`config.mk`:
```
export PLATFORM = sky130hd
export DESIGN_NAME = pipeline_hazard_sequencer_flat
export DESIGN_NICKNAME = d
export VERILOG_FILES = /design/src/rtl/pipeline_hazard_sequencer_if.sv /design/src/rtl/pipeline_hazard_sequencer.sv /design/src/flat_wrapper.sv
export SDC_FILE = /design/constraint.sdc
export NUM_CORES = 1
export LEC_CHECK = 0
export BUFFER_PORTS_ARGS = -buffer_cell sky130_fd_sc_hd__buf_2
export CAP_MARGIN = 20
export CORE_ASPECT_RATIO = 0.75
export CORE_MARGIN = 2
export CORE_UTILIZATION = 45
export DETAILED_ROUTE_END_ITERATION = 16
export HOLD_SLACK_MARGIN = 0.05
export PLACE_DENSITY_LB_ADDON = 0.25
export SLEW_MARGIN = 25
export SYNTH_ARGS = -nofsm -noshare
export SYNTH_HDL_FRONTEND = slang
export SYNTH_SLANG_ARGS = --single-unit
```
`constraint.sdc`:
```
create_clock -name clk -period 3.7 [get_ports clk]
set_clock_uncertainty 0.15 [all_clocks]
set_input_delay 0.555 -clock clk [delete_from_list [all_inputs] [get_ports clk]]
set_output_delay 0.555 -clock clk [all_outputs]
set_load 0.02 [all_outputs]
```
`src/rtl/pipeline_hazard_sequencer_if.sv`:
```
// -----------------------------------------------------------------------------
// pipeline_hazard_sequencer_if
// Bundles the hazard request lines and the pipeline-register control lines
// exchanged between the hazard sequencer and the 5-stage pipeline datapath.
//
// Signals:
//   Mem_Req, Mem_Ack, Load_Use_Req, Br_Flush_Req, Halt_Req : hazard requests
//   PC_Fetch_EN, FE_DE_Reg_EN, DE_EX_Reg_EN, EX_MEM_Reg_EN : register enables
//   FE_DE_Reg_RST, DE_EX_Reg_RST, EX_MEM_Reg_RST            : register flushes
//   Busy, Timeout_Err, Stall_Cnt[CNT_W]                     : status
//
// Modports:
//   master : the sequencer (consumes requests, drives controls/status)
//   slave  : the pipeline side (drives requests, consumes controls/status)
// -----------------------------------------------------------------------------
interface pipeline_hazard_sequencer_if #(
    parameter int CNT_W = 16
);
    logic             Mem_Req;
    logic             Mem_Ack;
    logic             Load_Use_Req;
    logic             Br_Flush_Req;
    logic             Halt_Req;
    logic             PC_Fetch_EN;
    logic             FE_DE_Reg_EN;
    logic             DE_EX_Reg_EN;
    logic             EX_MEM_Reg_EN;
    logic             FE_DE_Reg_RST;
    logic             DE_EX_Reg_RST;
    logic             EX_MEM_Reg_RST;
    logic             Busy;
    logic             Timeout_Err;
    logic [CNT_W-1:0] Stall_Cnt;

    modport master (
        input  Mem_Req, Mem_Ack, Load_Use_Req, Br_Flush_Req, Halt_Req,
        output PC_Fetch_EN, FE_DE_Reg_EN, DE_EX_Reg_EN, EX_MEM_Reg_EN,
        output FE_DE_Reg_RST, DE_EX_Reg_RST, EX_MEM_Reg_RST,
        output Busy, Timeout_Err, Stall_Cnt
    );

    modport slave (
        output Mem_Req, Mem_Ack, Load_Use_Req, Br_Flush_Req, Halt_Req,
        input  PC_Fetch_EN, FE_DE_Reg_EN, DE_EX_Reg_EN, EX_MEM_Reg_EN,
        input  FE_DE_Reg_RST, DE_EX_Reg_RST, EX_MEM_Reg_RST,
        input  Busy, Timeout_Err, Stall_Cnt
    );
endinterface

```
`src/rtl/pipeline_hazard_sequencer.sv`:
```
// -----------------------------------------------------------------------------
// pipeline_hazard_sequencer
// Stall/flush sequencer for a 5-stage RISC-V pipeline. Arbitrates data-memory
// wait, load-use hazard, branch flush and debug halt, and drives the enables
// and flushes of the PC and the FE/DE, DE/EX and EX/MEM registers. Stuck
// memory accesses time out into a sticky error HALT that only rst leaves.
//
// Ports:
//   clk  : clock, rising edge
//   rst  : synchronous reset, active-high
//   bus  : pipeline_hazard_sequencer_if.master (requests in, controls and
//          Busy / Timeout_Err / Stall_Cnt out)
//
// Build option:
//   STALL_PERF_CNT_EN : when defined, Stall_Cnt counts every cycle with any
//                       enable low or any flush high (saturating); when
//                       undefined, no counter exists and Stall_Cnt reads 0.
// -----------------------------------------------------------------------------
module pipeline_hazard_sequencer #(
    parameter int LOAD_STALL_CYCLES = 1,
    parameter int FLUSH_CYCLES      = 1,
    parameter int MEM_TIMEOUT       = 255,
    parameter int TO_W              = 8,
    parameter int CNT_W             = 16
) (
    input  logic                        clk,
    input  logic                        rst,
    pipeline_hazard_sequencer_if.master bus
);
    typedef enum logic [2:0] {
        S_RUN, S_MEM_WAIT, S_LOAD_STALL, S_FLUSH, S_HALT
    } state_t;

    localparam logic [TO_W-1:0] TO_LIMIT = TO_W'(MEM_TIMEOUT);
    localparam logic [3:0]      LS_LOAD  = 4'(LOAD_STALL_CYCLES - 1);
    localparam logic [3:0]      FL_LOAD  = 4'(FLUSH_CYCLES - 1);

    state_t          r_state, w_next;
    logic [TO_W-1:0] r_wait_cnt, w_wait_nxt;
    logic [3:0]      r_seq_cnt, w_seq_nxt;   // shared by LOAD_STALL and FLUSH
    logic            r_timeout, w_timeout_nxt;
    logic            w_mem_stall;
    logic            w_en_pc, w_en_fd, w_en_de, w_en_em;
    logic            w_rst_fd, w_rst_de, w_rst_em;

    // An access acknowledged in its request cycle never stalls.
    assign w_mem_stall = bus.Mem_Req & ~bus.Mem_Ack;

    // State register
    always_ff @(posedge clk) begin
        if (rst) begin
            r_state    <= S_RUN;
            r_wait_cnt <= '0;
            r_seq_cnt  <= '0;
            r_timeout  <= 1'b0;
        end else begin
            r_state    <= w_next;
            r_wait_cnt <= w_wait_nxt;
            r_seq_cnt  <= w_seq_nxt;
            r_timeout  <= w_timeout_nxt;
        end
    end

    // Next-state logic
    always_comb begin
        w_next        = r_state;
        w_wait_nxt    = r_wait_cnt;
        w_seq_nxt     = r_seq_cnt;
        w_timeout_nxt = r_timeout;
        unique case (r_state)
            S_RUN: begin
                if (w_mem_stall) begin
                    w_wait_nxt = TO_W'(1);
                    w_next     = S_MEM_WAIT;
                end else if (bus.Load_Use_Req) begin
                    // A single-cycle bubble is fully handled by the RUN cycle.
                    if (LOAD_STALL_CYCLES > 1) begin
                        w_seq_nxt = LS_LOAD;
                        w_next    = S_LOAD_STALL;
                    end
                end else if (bus.Br_Flush_Req) begin
                    if (FLUSH_CYCLES > 1) begin
                        w_seq_nxt = FL_LOAD;
                        w_next    = S_FLUSH;
                    end
                end else if (bus.Halt_Req) begin
                    w_next = S_HALT;
                end
            end
            S_MEM_WAIT: begin
                if (bus.Mem_Ack) begin
                    w_next = S_RUN;
                end else if (r_wait_cnt == TO_LIMIT) begin
                    w_timeout_nxt = 1'b1;
                    w_next        = S_HALT;
                end else begin
                    w_wait_nxt = r_wait_cnt + TO_W'(1);
                end
            end
            S_LOAD_STALL, S_FLUSH: begin
                w_seq_nxt = r_seq_cnt - 4'd1;
                if (r_seq_cnt == 4'd1) begin
                    w_next = S_RUN;
                end
            end
            S_HALT: begin
                // A timed-out access leaves the core halted until rst.
                if (!bus.Halt_Req && !r_timeout) begin
                    w_next = S_RUN;
                end
            end
            default: w_next = S_RUN;
        endcase
    end

    // Output logic: Mealy in RUN, Moore elsewhere, forced to defaults in rst
    always_comb begin
        w_en_pc  = 1'b1;
        w_en_fd  = 1'b1;
        w_en_de  = 1'b1;
        w_en_em  = 1'b1;
        w_rst_fd = 1'b0;
        w_rst_de = 1'b0;
        w_rst_em = 1'b0;
        if (!rst) begin
            unique case (r_state)
                S_RUN: begin
                    if (w_mem_stall || (!bus.Load_Use_Req && !bus.Br_Flush_Req
                                        && bus.Halt_Req)) begin
                        {w_en_pc, w_en_fd, w_en_de, w_en_em} = 4'b0000;
                    end else if (bus.Load_Use_Req) begin
                        {w_en_pc, w_en_fd, w_en_de} = 3'b000;
                        w_rst_em = 1'b1;
                    end else if (bus.Br_Flush_Req) begin
                        w_rst_fd = 1'b1;
                        w_rst_de = 1'b1;
                    end
                end
                S_LOAD_STALL: begin
                    {w_en_pc, w_en_fd, w_en_de} = 3'b000;
                    w_rst_em = 1'b1;
                end
                S_FLUSH: begin
                    w_rst_fd = 1'b1;
                    w_rst_de = 1'b1;
                end
                default: begin
                    // MEM_WAIT and HALT freeze everything.
                    {w_en_pc, w_en_fd, w_en_de, w_en_em} = 4'b0000;
                end
            endcase
        end
    end

    assign bus.PC_Fetch_EN    = w_en_pc;
    assign bus.FE_DE_Reg_EN   = w_en_fd;
    assign bus.DE_EX_Reg_EN   = w_en_de;
    assign bus.EX_MEM_Reg_EN  = w_en_em;
    assign bus.FE_DE_Reg_RST  = w_rst_fd;
    assign bus.DE_EX_Reg_RST  = w_rst_de;
    assign bus.EX_MEM_Reg_RST = w_rst_em;
    assign bus.Busy           = (r_state != S_RUN) && !rst;
    assign bus.Timeout_Err    = r_timeout;

`ifdef STALL_PERF_CNT_EN
    logic [CNT_W-1:0] r_stall_cnt;
    logic             w_stalled;

    assign w_stalled = ~(w_en_pc & w_en_fd & w_en_de & w_en_em)
                     | w_rst_fd | w_rst_de | w_rst_em;

    always_ff @(posedge clk) begin
        if (rst) begin
            r_stall_cnt <= '0;
        end else if (w_stalled && (r_stall_cnt != '1)) begin
            r_stall_cnt <= r_stall_cnt + CNT_W'(1);
        end
    end

    assign bus.Stall_Cnt = r_stall_cnt;
`else
    assign bus.Stall_Cnt = '0;
`endif
endmodule

```
`src/flat_wrapper.sv`:
```
// flat-port wrapper written by rule: the top's interface ports become plain ports
module pipeline_hazard_sequencer_flat 
#(
    parameter int LOAD_STALL_CYCLES = 1,
    parameter int FLUSH_CYCLES      = 1,
    parameter int MEM_TIMEOUT       = 255,
    parameter int TO_W              = 8,
    parameter int CNT_W             = 16
)
  (clk, rst, bus_Mem_Req, bus_Mem_Ack, bus_Load_Use_Req, bus_Br_Flush_Req, bus_Halt_Req, bus_PC_Fetch_EN, bus_FE_DE_Reg_EN, bus_DE_EX_Reg_EN, bus_EX_MEM_Reg_EN, bus_FE_DE_Reg_RST, bus_DE_EX_Reg_RST, bus_EX_MEM_Reg_RST, bus_Busy, bus_Timeout_Err, bus_Stall_Cnt);
  pipeline_hazard_sequencer_if #(.CNT_W(CNT_W)) bus_i ();
  input  logic clk;
  input  logic rst;
  input wire logic [$bits(bus_i.Mem_Req)-1:0] bus_Mem_Req;
  input wire logic [$bits(bus_i.Mem_Ack)-1:0] bus_Mem_Ack;
  input wire logic [$bits(bus_i.Load_Use_Req)-1:0] bus_Load_Use_Req;
  input wire logic [$bits(bus_i.Br_Flush_Req)-1:0] bus_Br_Flush_Req;
  input wire logic [$bits(bus_i.Halt_Req)-1:0] bus_Halt_Req;
  output wire logic [$bits(bus_i.PC_Fetch_EN)-1:0] bus_PC_Fetch_EN;
  output wire logic [$bits(bus_i.FE_DE_Reg_EN)-1:0] bus_FE_DE_Reg_EN;
  output wire logic [$bits(bus_i.DE_EX_Reg_EN)-1:0] bus_DE_EX_Reg_EN;
  output wire logic [$bits(bus_i.EX_MEM_Reg_EN)-1:0] bus_EX_MEM_Reg_EN;
  output wire logic [$bits(bus_i.FE_DE_Reg_RST)-1:0] bus_FE_DE_Reg_RST;
  output wire logic [$bits(bus_i.DE_EX_Reg_RST)-1:0] bus_DE_EX_Reg_RST;
  output wire logic [$bits(bus_i.EX_MEM_Reg_RST)-1:0] bus_EX_MEM_Reg_RST;
  output wire logic [$bits(bus_i.Busy)-1:0] bus_Busy;
  output wire logic [$bits(bus_i.Timeout_Err)-1:0] bus_Timeout_Err;
  output wire logic [$bits(bus_i.Stall_Cnt)-1:0] bus_Stall_Cnt;
  assign bus_i.Mem_Req = bus_Mem_Req;
  assign bus_i.Mem_Ack = bus_Mem_Ack;
  assign bus_i.Load_Use_Req = bus_Load_Use_Req;
  assign bus_i.Br_Flush_Req = bus_Br_Flush_Req;
  assign bus_i.Halt_Req = bus_Halt_Req;
  assign bus_PC_Fetch_EN = bus_i.PC_Fetch_EN;
  assign bus_FE_DE_Reg_EN = bus_i.FE_DE_Reg_EN;
  assign bus_DE_EX_Reg_EN = bus_i.DE_EX_Reg_EN;
  assign bus_EX_MEM_Reg_EN = bus_i.EX_MEM_Reg_EN;
  assign bus_FE_DE_Reg_RST = bus_i.FE_DE_Reg_RST;
  assign bus_DE_EX_Reg_RST = bus_i.DE_EX_Reg_RST;
  assign bus_EX_MEM_Reg_RST = bus_i.EX_MEM_Reg_RST;
  assign bus_Busy = bus_i.Busy;
  assign bus_Timeout_Err = bus_i.Timeout_Err;
  assign bus_Stall_Cnt = bus_i.Stall_Cnt;
  pipeline_hazard_sequencer #(.LOAD_STALL_CYCLES(LOAD_STALL_CYCLES), .FLUSH_CYCLES(FLUSH_CYCLES), .MEM_TIMEOUT(MEM_TIMEOUT), .TO_W(TO_W), .CNT_W(CNT_W)) u_core (.clk(clk), .rst(rst), .bus(bus_i));
endmodule
```
Word-level counts from Yosys, hierarchy flattened
Cells that the tools add are included.
{"block": "totals", "reg_bits": 16, "input_bits": 7, "output_inout_bits": 25, "word_cells": 69}
{"block": "classes", "add_sub_neg": 2, "eq_ne": 15, "muxes": 29, "bitwise_logic": 2, "reduce_logical": 17}
{"operator": "3-bit 2-to-1 mux", "count": 8}
{"operator": "8-bit 2-to-1 mux", "count": 3}
{"operator": "8-bit case mux with 2 select lines", "count": 1}
{"operator": "1-bit 2-to-1 mux", "count": 12}
{"operator": "3-bit by 2-bit != test with 1-bit output (second input constant)", "count": 4}
{"operator": "3-bit case mux with 4 select lines", "count": 1}
{"operator": "8-bit by 1-bit adder with 8-bit output (second input constant)", "count": 1}
{"operator": "8-bit == test (second input constant)", "count": 1}
{"operator": "1-bit case mux with 2 select lines", "count": 4}
{"operator": "3-bit by 2-bit == test with 1-bit output (second input constant)", "count": 2}
{"operator": "2-bit by 1-bit != test with 1-bit output (second input constant)", "count": 3}
{"operator": "6-bit AND reduction", "count": 1}
{"operator": "1-bit logical NOT", "count": 5}
{"operator": "4-bit by 1-bit == test with 1-bit output (second input constant)", "count": 1}
{"operator": "1-bit logical AND", "count": 4}
{"operator": "2-bit != test (second input constant)", "count": 2}
{"operator": "4-bit AND reduction", "count": 1}
{"operator": "4-bit by 1-bit subtractor with 4-bit output (second input constant)", "count": 1}
{"operator": "3-bit by 1-bit == test with 1-bit output (second input constant)", "count": 1}
{"operator": "3-bit == test (second input constant)", "count": 1}
{"operator": "3-bit logical NOT", "count": 1}
{"operator": "3-bit AND reduction", "count": 1}
{"operator": "3-bit nonzero test", "count": 1}
{"operator": "2-bit nonzero test", "count": 1}
{"operator": "other kinds (4)", "count": 4}

Depth between registers and ports, before layout
Gate-level depths: netlist of the first run.
{"block": "logic_depth", "depth_word": 7, "mapped_depth": 5, "mapped_depth_nobuf": 5}

Least setup slack after synthesis of the first run
Ideal clock, no wire load.
{"block": "synth_path", "kind": "in2out", "startpoint": "input bus_Mem_Req", "endpoint": "output bus_FE_DE_Reg_RST", "arrival_time_ns": 1.913, "t_required_ns": 2.995, "setup_slack_ns": 1.082, "path_stages": 4, "path_cell_list": "inv_1 -> o21ai_0 -> nor4b_1 -> buf_4"}
{"block": "synth_via", "elab_chain_len": 5}
{"element": "start, declared", "line_no": "flat_wrapper.sv:14", "source": "input wire logic [$bits(bus_i.Mem_Req)-1:0] bus_Mem_Req;"}
{"element": "1-bit bitwise AND", "line_no": "pipeline_hazard_sequencer.sv:47", "source": "assign w_mem_stall = bus.Mem_Req & ~bus.Mem_Ack;"}
{"element": "1-bit logical OR", "line_no": "pipeline_hazard_sequencer.sv:128", "source": "if (w_mem_stall || (!bus.Load_Use_Req && !bus.Br_Flush_Req"}
{"element": "1-bit 2-to-1 mux"}
{"element": "1-bit case mux with 2 select lines"}
{"element": "1-bit 2-to-1 mux"}
{"element": "end, declared", "line_no": "flat_wrapper.sv:23", "source": "output wire logic [$bits(bus_i.FE_DE_Reg_RST)-1:0] bus_FE_DE_Reg_RST;"}
No other way between the ends.

Final worst setup path of the first run
{"block": "layout_path", "startpoint": "register u_core.r_state[2]", "endpoint": "output bus_DE_EX_Reg_RST"}
{"block": "layout_via", "elab_chain_len": 3}
{"element": "start, declared", "line_no": "pipeline_hazard_sequencer.sv:38", "source": "state_t r_state, w_next;"}
{"element": "start signal, assigned", "line_no": "pipeline_hazard_sequencer.sv:57", "source": "r_state <= w_next;"}
{"element": "3-bit by 2-bit == test with 1-bit output or 3-bit logical NOT (tied branches)", "line_no": "pipeline_hazard_sequencer.sv:126", "source": "unique case (r_state)"}
{"element": "1-bit case mux with 2 select lines (*)", "line_no": "pipeline_hazard_sequencer.sv:126"}
{"element": "1-bit 2-to-1 mux (*)", "line_no": "pipeline_hazard_sequencer.sv:125", "source": "if (!rst) begin"}
{"element": "end, declared", "line_no": "flat_wrapper.sv:24", "source": "output wire logic [$bits(bus_i.DE_EX_Reg_RST)-1:0] bus_DE_EX_Reg_RST;"}
Every way passes the cells marked *; elsewhere a longest branch is shown, timed or not.

==> results.md, run 1 <==
- The total standard cell area after synthesis is 828 um2.
- The initial core utilization is 0.476.
- The worst setup path is of the reg -> out kind.
- The remaining number of nets flagged by the antenna check after routing is 0.
- STA classifies the critical path startpoint as a flop.
- In this run the static leakage power is between 0.3 and 0.4 nW.
- In the final layout, the share of cells above drive strength 1 is 0.243.
- The total setup buffers inserted after CTS is 0.
- STA classifies the critical path endpoint as a primary output.
- The startpoint identified for the worst hold timing path is u_core.r_wait_cnt[7].
- For this run, the total global-route usage over all layers was measured as 0.159.
- The max-capacitance violation count is 0.
- The synthesized design contains 11 register bits.
- The register clock-pin slew on the reported worst setup and hold paths is ~70 ps.
- In this run, synthesis inferred 0 flip-flops with an integrated enable.
- The CTS tree is yes.
- The worst reg-to-reg path cell count is 5.
- The endpoint identified for the worst register-to-register timing path is u_core.r_wait_cnt[4].
- The number of sinks on the clock net is 11.
- The cell count after placement is around 130.
- The class of the most critical hold timing path is reg -> reg.
- In this run the critical register-to-register path is launched from u_core.r_wait_cnt[0].
- The yosys synthesis warning count is 0.
- Setup repair after global routing left no endpoint under its margin.
- The run finished with clean final reports.
- The cell sitting at the root of the clock tree is a sky130_fd_sc_hd__clkbuf_4.
- The final layout contains 120 nets.
- In this run, post-CTS hold repair placed 0 buffers.
- The maximum VDD drop is 0.167 mV.
- In the synthesized netlist the dominant register cell turns out to be sky130_fd_sc_hd__dfxtp_1.
- The die is around 54 um wide.
- The number of remaining DRC errors is 0.
- The final route contains roughly 670 vias.
- The share of the Yosys chip area taken by registers is 0.266.
- 32 I/O pins were placed.
- The number of antenna violations at the first check in global routing came to 0.
- For the worst-skew pair, the clock arrives at the later sink with an insertion delay of roughly 270 ps.
- The final setup violation count is 0.
- For the pin with the worst max-slew slack, the measured transition is 519 ps.
- The overflow left after global routing is 0.
- The number of cells traversed by the worst hold path is 1.
- The worst hold path endpoint is u_core.r_wait_cnt[7].
- Relative to the synthesized area, the layout overhead comes to 4.68%.
- The period utilization is 0.678.
- For this run, the top clock speed supported by timing is 399 MHz.
- The areal power density over the cells is 322 mW/mm2.
- The number of distinct standard cells referenced by the synthesized netlist is 35.
- The smallest clock period supported by the final layout is computed as 2510 ps.
- The number of DRC violations after detailed-routing iteration 0 is 22.
- The via count of the first global-routing pass was roughly 510.
- The final hold violation count was 0.
- The top fanout value on the critical path is 7.
- The number of rows created at floorplan is 13.
- No sink is reached through more buffers than the 2 on the longest clock path.
- The number of buffer cells added on primary ports is 15.
- Across all setup checks in the final design, the least slack found is between 1000 and 1500 ps.
- STA puts the critical path data arrival time at 1800 ps.
- The final RePlAce weighted congestion is about 0.80.
- The post-synthesis cell count is between 90 and 100.
- The core region is approximately 0.0017 mm2.
- The first-pass iteration count of the detailed router is 4.
- The post-placement setup slack is ~1400 ps.
- CTS built an H-tree with a depth of 1.
- The number of cells in the finished layout apart from fillers is 133.
- The height of the die is roughly 40 um.
- Summed over all layers, the routed wires come to 1540 um.
- Across all hold checks on the routed design, the worst slack comes to roughly 330 ps.
- After clock tree synthesis, the repair step resized 0 gates.
- After routing, the total negative slack on setup checks comes to 0 ps.
- The number of diodes is 0.
- The CTS buffer count is 3.
- After detailed routing, the number of vias per cell comes to around 5.
- The total count of max-transition violations in the final report was 0.
- The pin count of the biggest net entering global routing is 13.
- In this run the tightest slew margin relative to its limit is 0.651.
- The required time at the endpoint of the critical path is approximately 3000 ps.
- Once detailed placement completed, the half-perimeter wirelength came to roughly 1200 um.
- The wire length of the first global-routing pass is 2400 um.
- The setup check on the worst reg-to-reg path leaves a slack of 1970 ps.
- After synthesis, the share of flip-flops with an asynchronous set or reset is 0.
- Averaged over all synthesized cells, the footprint is about 8.5 um2.
- The die covers approximately 0.0022 mm2.
- The average detailed-routed wire length per instance is ~12 um.
-- cells in the final DEF (no fill, tap or decap), drive strengths merged, types with 2 or more instances in the layout --
master,n
nand4b,3
nor3,2
conb,16
nor2,10
a22oi,2
inv,4
nand3,7
nor3b,4
dfxtp,11
mux2i,2
clkbuf,4
nor4b,2
a21oi,4
nor2b,2
o21ai,5
nand2,4
buf,15
nand3b,2
-- synth_stat cells (2+ instances only) --
master	number	area, um2
sky130_fd_sc_hd__nand4b_1	3	26.3
sky130_fd_sc_hd__mux2i_1	2	20.0
sky130_fd_sc_hd__a21oi_1	4	20.0
sky130_fd_sc_hd__o21ai_2	2	17.5
sky130_fd_sc_hd__nand3b_1	2	15.0
sky130_fd_sc_hd__o21ai_0	3	15.0
sky130_fd_sc_hd__nor2b_1	2	12.5
sky130_fd_sc_hd__a22oi_1	2	15.0
sky130_fd_sc_hd__nor2_1	10	37.5
sky130_fd_sc_hd__nand2_1	4	15.0
sky130_fd_sc_hd__dfxtp_1	11	220
sky130_fd_sc_hd__inv_1	4	15.0
sky130_fd_sc_hd__buf_4	19	143
sky130_fd_sc_hd__nand3_1	7	35.0
sky130_fd_sc_hd__nor3b_1	2	15.0
-- critical path, cell delays in order (launching register included) --
cell and delay, ps:
sky130_fd_sc_hd__dfxtp_1 420, sky130_fd_sc_hd__nor2_1 220, sky130_fd_sc_hd__o21ai_0 240, sky130_fd_sc_hd__nor4b_1 420, sky130_fd_sc_hd__buf_2 240
-- power breakdown --
part           internal (mW)  switching (mW)
combinational         0.0212          0.0463
clock                 0.0418          0.0407
sequential             0.121         0.00733
total                  0.184          0.0943
-- kinds of logic after synthesis --
group	Yosys count	synth area share
mux	2	0.0242
flops	11	0.266
fa+ha+maj	1	0.0151
compound gates	18	0.174
simple gates	39	0.311
xor+xnor	1	0.0106
buf+inv	24	0.195
other cells	1	0.00453
-- final cells by class --
type	instances	area, um2
multi-input cells	77	503
flip-flops and latches	11	220
clock buffers	4	26.3
repair buffers	15	75.1
well taps	22	27.5
fillers	175	873
inverters	4	15.0
-- layer usage --
metal	wire length (um)	up-vias	part of all wire	GRT usage
li1	-	342	-	-
met1	769	301	0.50	0.216
met4	0	0	0	0.0385
met2	682	25	0.44	0.222
met5	0	-	0	0
met3	90	0	0.058	0.0766
-- metrics by stage --
step	utilization	cell area [um2]	total power, mW
2_1_floorplan	-	885	0.197
3_3_place_gp	0.483	841	0.197
3_5_place_dp	0.483	841	0.198
4_1_cts	0.498	867	0.282
5_1_grt	0.498	867	0.297
6_report	0.498	867	0.279
-- worst max-delay path by stage --
stage | from | slack, ps | end
final | u_core.r_state[2] | 1190 | bus_DE_EX_Reg_RST
after global routing | u_core.r_state[2] | 1030 | bus_DE_EX_Reg_RST
after CTS | u_core.r_state[2] | 1200 | bus_DE_EX_Reg_RST
after detailed placement | bus_Mem_Ack | 1430 | bus_DE_EX_Reg_RST
after global placement | bus_Mem_Ack | 1510 | bus_DE_EX_Reg_RST
after floorplan | bus_Mem_Req | 1080 | bus_FE_DE_Reg_RST
-- flip-flops by register name, summed over array words and instances (netlist names) --
| name | cells |
|---|---|
| u_core.bus.Timeout_Err | 1 |
| u_core.r_state | 2 |
| u_core.r_wait_cnt | 8 |
Power figures use the tool's default switching activity.
==> run 2, diff against run 1 <==
--- a/config.mk
+++ b/config.mk
@@ -5,6 +5,7 @@
 export SDC_FILE = /design/constraint.sdc
 export NUM_CORES = 1
 export LEC_CHECK = 0
+export ABC_AREA = 1
 export BUFFER_PORTS_ARGS = -buffer_cell sky130_fd_sc_hd__buf_2
 export CAP_MARGIN = 20
 export CORE_ASPECT_RATIO = 0.75
==> constraint.sdc (replaced) <==
create_clock -name clk -period 2.5 [get_ports clk]
set_clock_uncertainty 0.15 [all_clocks]
set_input_delay 0.375 -clock clk [delete_from_list [all_inputs] [get_ports clk]]
set_output_delay 0.375 -clock clk [all_outputs]
set_load 0.02 [all_outputs]
==> run 2 against run 1 <==
- cell count increased by 25%
- sequential share of layout area about the same
- final area decreased by 0.14%
- largest cell class unchanged
==> results.md, run 2 <==
- The register-to-register path setup slack is 830 ps (was 1970 ps).
- The final setup violation count is 0 (unchanged).
- The final HPWL from detailed placement is 1260 um (was 1210 um).
- The number of buffer cells added on primary ports was 15 (unchanged).
- The share of cells above drive strength 1 came to 0.215 (was 0.243).
- The yosys synthesis warning count is 0 (unchanged).
- Leading cell types by total area after synthesis: sky130_fd_sc_hd__dfxtp_1 26%, sky130_fd_sc_hd__buf_4 17%, sky130_fd_sc_hd__nand2_1 13% (was sky130_fd_sc_hd__dfxtp_1 27%, sky130_fd_sc_hd__buf_4 17%, sky130_fd_sc_hd__nor2_1 4.5%).
- The initial core utilization was 0.482 (was 0.476).
- The final wirelength is 1570 um (was 1540 um).
- The number of rows created at floorplan is 13 (unchanged).
- The final RePlAce weighted congestion was 0.808 (was 0.802).
- The post-synthesis cell type with the largest combined area is sky130_fd_sc_hd__dfxtp_1 (unchanged).
- The wire length of the first global-routing pass is 2550 um (was 2400 um).
- The number of sinks on the clock net came to 11 (unchanged).
- The area share of the largest cell type after synthesis is 0.263 (was 0.266).
- The static leakage power is 0.436 nW (was 0.350 nW).
- The net switching fraction of the power was 0.361 (was 0.338).
- The core footprint came to 0.00174 mm2 (unchanged).
- The worst hold path endpoint is u_core.r_wait_cnt[4] (was u_core.r_wait_cnt[7]).
- The final net count is 153 (was 120).
- The final hold violation count is 0 (unchanged).
- The buffer cell driving the clock tree root is sky130_fd_sc_hd__clkbuf_4 (unchanged).
- Setup repair after global routing missed its margin: false (unchanged).
- The cell-internal power was 279 uW (was 184 uW).
- The post-route core utilization was 0.497 (was 0.498).
- The number of remaining DRC errors is 0 (unchanged).
- The height of the die is 41.4 um (was 41.2 um).
- The number of gates given a new drive strength after cts was 0 (unchanged).
- The first-pass iteration count of the detailed router is 4 (unchanged).
- The data arrival time at the worst-slack endpoint is 1590 ps (was 1800 ps).
- The die footprint was 0.00223 mm2 (was 0.00220 mm2).
- The number of antenna violations at the first check in global routing is 0 (unchanged).
- Highest-count cells in the layout ignoring fill and taps: 28 x sky130_fd_sc_hd__nand2_1, 20 x sky130_fd_sc_hd__nor2_1, 16 x sky130_fd_sc_hd__conb_1 (was 16 x sky130_fd_sc_hd__conb_1, 15 x sky130_fd_sc_hd__buf_2, 11 x sky130_fd_sc_hd__dfxtp_1).
- The leading cell type in the layout, fill and taps excluded is sky130_fd_sc_hd__nand2_1 (was sky130_fd_sc_hd__conb_1).
- The number of distinct standard cells referenced by the synthesized netlist is 23 (was 35).
- The top fanout value on the critical path is 4 (was 7).
- The maximum VDD drop is 0.290 mV (was 0.167 mV).
- The number of hold buffers added after CTS came to 0 (unchanged).
- The reported net switching power is 158 uW (was 94.3 uW).
- The startpoint of the worst register-to-register path was u_core.r_wait_cnt[0] (unchanged).
- The routed via count divided by cell count is 4.46 (was 5.02).
- The met3 layer wire length in the routed design is 95 um (was 90 um).
- The post-synthesis average cell area is 6.40 um2 (was 8.54 um2).
- The number of cells traversed by the worst hold path came to 2 (was 1).
- The worst reg-to-reg path cell count came to 8 (was 5).
- The clock network power share is 0.281 (was 0.296).
- The register share of total power is 0.433 (was 0.462).
- The number of ports placed on the die boundary is 32 (unchanged).
- Result of the run: completed (unchanged).
- The capture instance of the worst register-to-register path is u_core.r_wait_cnt[5] (was u_core.r_wait_cnt[4]).
- The register clock-pin slew on the reported worst setup and hold paths was 70 ps (about the same).
- The number of DRC violations after detailed-routing iteration 0 is 15 (was 22).
- The area after detailed placement is 840 um2 (was 841 um2).
- The CTS tree is yes (unchanged).
- Of the available clock period, the critical path in the final layout requires 0.847.
- The insertion delay to the later sink of the worst-skew pair is 280 ps (was 270 ps).
- The average detailed-routed wire length per instance was 9.46 um (was 11.6 um).
- The maximum level of the CTS H-tree is 1 (unchanged).
- The most frequently used cell type in the post-synthesis netlist is sky130_fd_sc_hd__nand2_1 (was sky130_fd_sc_hd__buf_4).
- The wire length on met2 is 661 um (was 682 um).
- The areal power density over the cells is 505 mW/mm2 (was 322 mW/mm2).
- The portion of the post-synthesis area used by sequential elements is 0.263 (was 0.266).
- The number of diodes was 0 (unchanged).
- The post-route standard cell area excluding fillers is 866 um2 (was 867 um2).
- The startpoint of the worst hold path is rst (was u_core.r_wait_cnt[7]).
- The post-synthesis cell count is 131 (was 97).
- The die width is 53.8 um (was 53.5 um).
- Cell types with the highest counts after synthesis: 28 x sky130_fd_sc_hd__nand2_1, 20 x sky130_fd_sc_hd__nor2_1, 19 x sky130_fd_sc_hd__buf_4 (was 19 x sky130_fd_sc_hd__buf_4, 11 x sky130_fd_sc_hd__dfxtp_1, 10 x sky130_fd_sc_hd__nor2_1).
- The startpoint type of the worst setup path was a flop (unchanged).
- The CTS buffer count is 3 (unchanged).
- The remaining number of nets flagged by the antenna check after routing is 0 (unchanged).
- The class of the most critical hold timing path is in -> reg (was reg -> reg).
- The smallest clock period supported by the final layout is computed as between 2000 and 2500 ps.
- The uppermost layer routed is met4 (was met3).
- The via count of the first global-routing pass came to 571 (was 513).
- The fmax is approximately 470 MHz.
- The max-capacitance violation count is 0 (unchanged).
- The summed negative setup slack over all endpoints came to 0 ps (unchanged).
- The register with the most flip-flops is u_core.r_wait_cnt (unchanged).
- The global-route total usage across every layer is 0.170 (was 0.159).
- The total setup buffers inserted after CTS is 0 (unchanged).
- The flip-flop and latch count after synthesis is 11 (unchanged).
- The kind of capture point of the worst setup path is a primary output (unchanged).
- The most used flip-flop cell after synthesis is sky130_fd_sc_hd__dfxtp_1 (unchanged).
- The overflow left after global routing is 0 (unchanged).
- The share of flip-flops with an asynchronous set or reset is 0 (unchanged).
- The worst setup path category is reg -> out (unchanged).
- The total standard cell area after synthesis came to 838 um2 (was 828 um2).
- The routed via count is 740 (was 668).
- The area added between synthesis and finish is 3.28% (was 4.68%).
- The wire length on met1 came to 792 um (was 769 um).
- The number of enable flip-flop cells after synthesis is 0 (unchanged).
- The required time at the endpoint of the critical path is 1980 ps (was 2990 ps).
- The number of buffers on the longest clock path came to 2 (unchanged).
- The combinational group share of total power is 0.286 (was 0.242).
- The flip-flop count of the largest register, all copies and words added is 8 (unchanged).
- The pin count of the biggest net entering global routing is 13 (unchanged).
- The total count of max-transition violations in the final report is 0 (unchanged).
run 2: cell types whose count changed in the layout (fill, tap and decap cells not counted), moves of 3 or more:
cell and change:
sky130_fd_sc_hd__a21oi_1 +3, sky130_fd_sc_hd__inv_1 +7, sky130_fd_sc_hd__inv_2 +3, sky130_fd_sc_hd__nand2_1 +24, sky130_fd_sc_hd__nand2_2 +5, sky130_fd_sc_hd__nand4b_1 -3
sky130_fd_sc_hd__nor2_1 +10
run 2: power groups by stage:
stage               sequential [mW]  clock (mW)  combinational (mW)
finish                        0.189       0.123               0.125
global placement              0.193           0               0.124
global route                  0.191       0.138               0.140
floorplan                     0.192           0               0.125
detailed placement            0.193           0               0.125
CTS                           0.189       0.127               0.125
run 2: worst max-delay path by stage:
stage               cells past startpoint         startpoint  slack [ps]           endpoint
CTS                                     6  u_core.r_state[2]         380  bus_FE_DE_Reg_RST
global placement                        6  u_core.r_state[0]         700  bus_FE_DE_Reg_RST
finish                                  6  u_core.r_state[2]         380  bus_FE_DE_Reg_RST
floorplan                               6  u_core.r_state[2]         270  bus_FE_DE_Reg_RST
global route                            6  u_core.r_state[2]         220  bus_FE_DE_Reg_RST
detailed placement                      6  u_core.r_state[2]         680  bus_FE_DE_Reg_RST
run 2: logic make-up (layout without fill, tap and decap cells):
kind of cell               Yosys count  count (layout)  share of synthesized area
adders and majority gates            1               1                     0.0149
and+or+nand+nor                     68              68                      0.375
other                                1              16                    0.00447
AOI/OAI and AO/OA                   14              14                     0.0881
DFF                                 11              11                      0.263
buffers and inverters               36              34                      0.255
run 2: worst max-delay path, cell delays in order (launching register included):
cell and delay, ps:
sky130_fd_sc_hd__dfxtp_1 310, sky130_fd_sc_hd__nor2_1 300, sky130_fd_sc_hd__inv_2 60, sky130_fd_sc_hd__nor2_2 170
sky130_fd_sc_hd__inv_2 50, sky130_fd_sc_hd__nor4_1 210, sky130_fd_sc_hd__buf_2 220
run 2: metal layers:
metal / vias to the layer above / GRT usage
met5: - / 0
met3: 2 / 0.0643
li1: 396 / -
met2: 23 / 0.238
met1: 319 / 0.229
met4: 0 / 0.0769
run 2: layout make-up:
class | instances | area (um2)
fillers | 196 | 875
multi-input cells | 99 | 460
flip-flops and latches | 11 | 220
repair buffers | 15 | 75.1
inverters | 15 | 56.3
well taps | 22 | 27.5
clock buffers | 4 | 26.3
run 2: stage by stage:
step                hold slack [ps]  std cells  setup WS, ps  total power, mW
floorplan                       287        146           274            0.317
global placement                311        162           699            0.317
detailed placement              318        162           683            0.318
CTS                             201        166           377            0.442
global route                    225        166           220            0.469
finish                          211        166           383            0.438
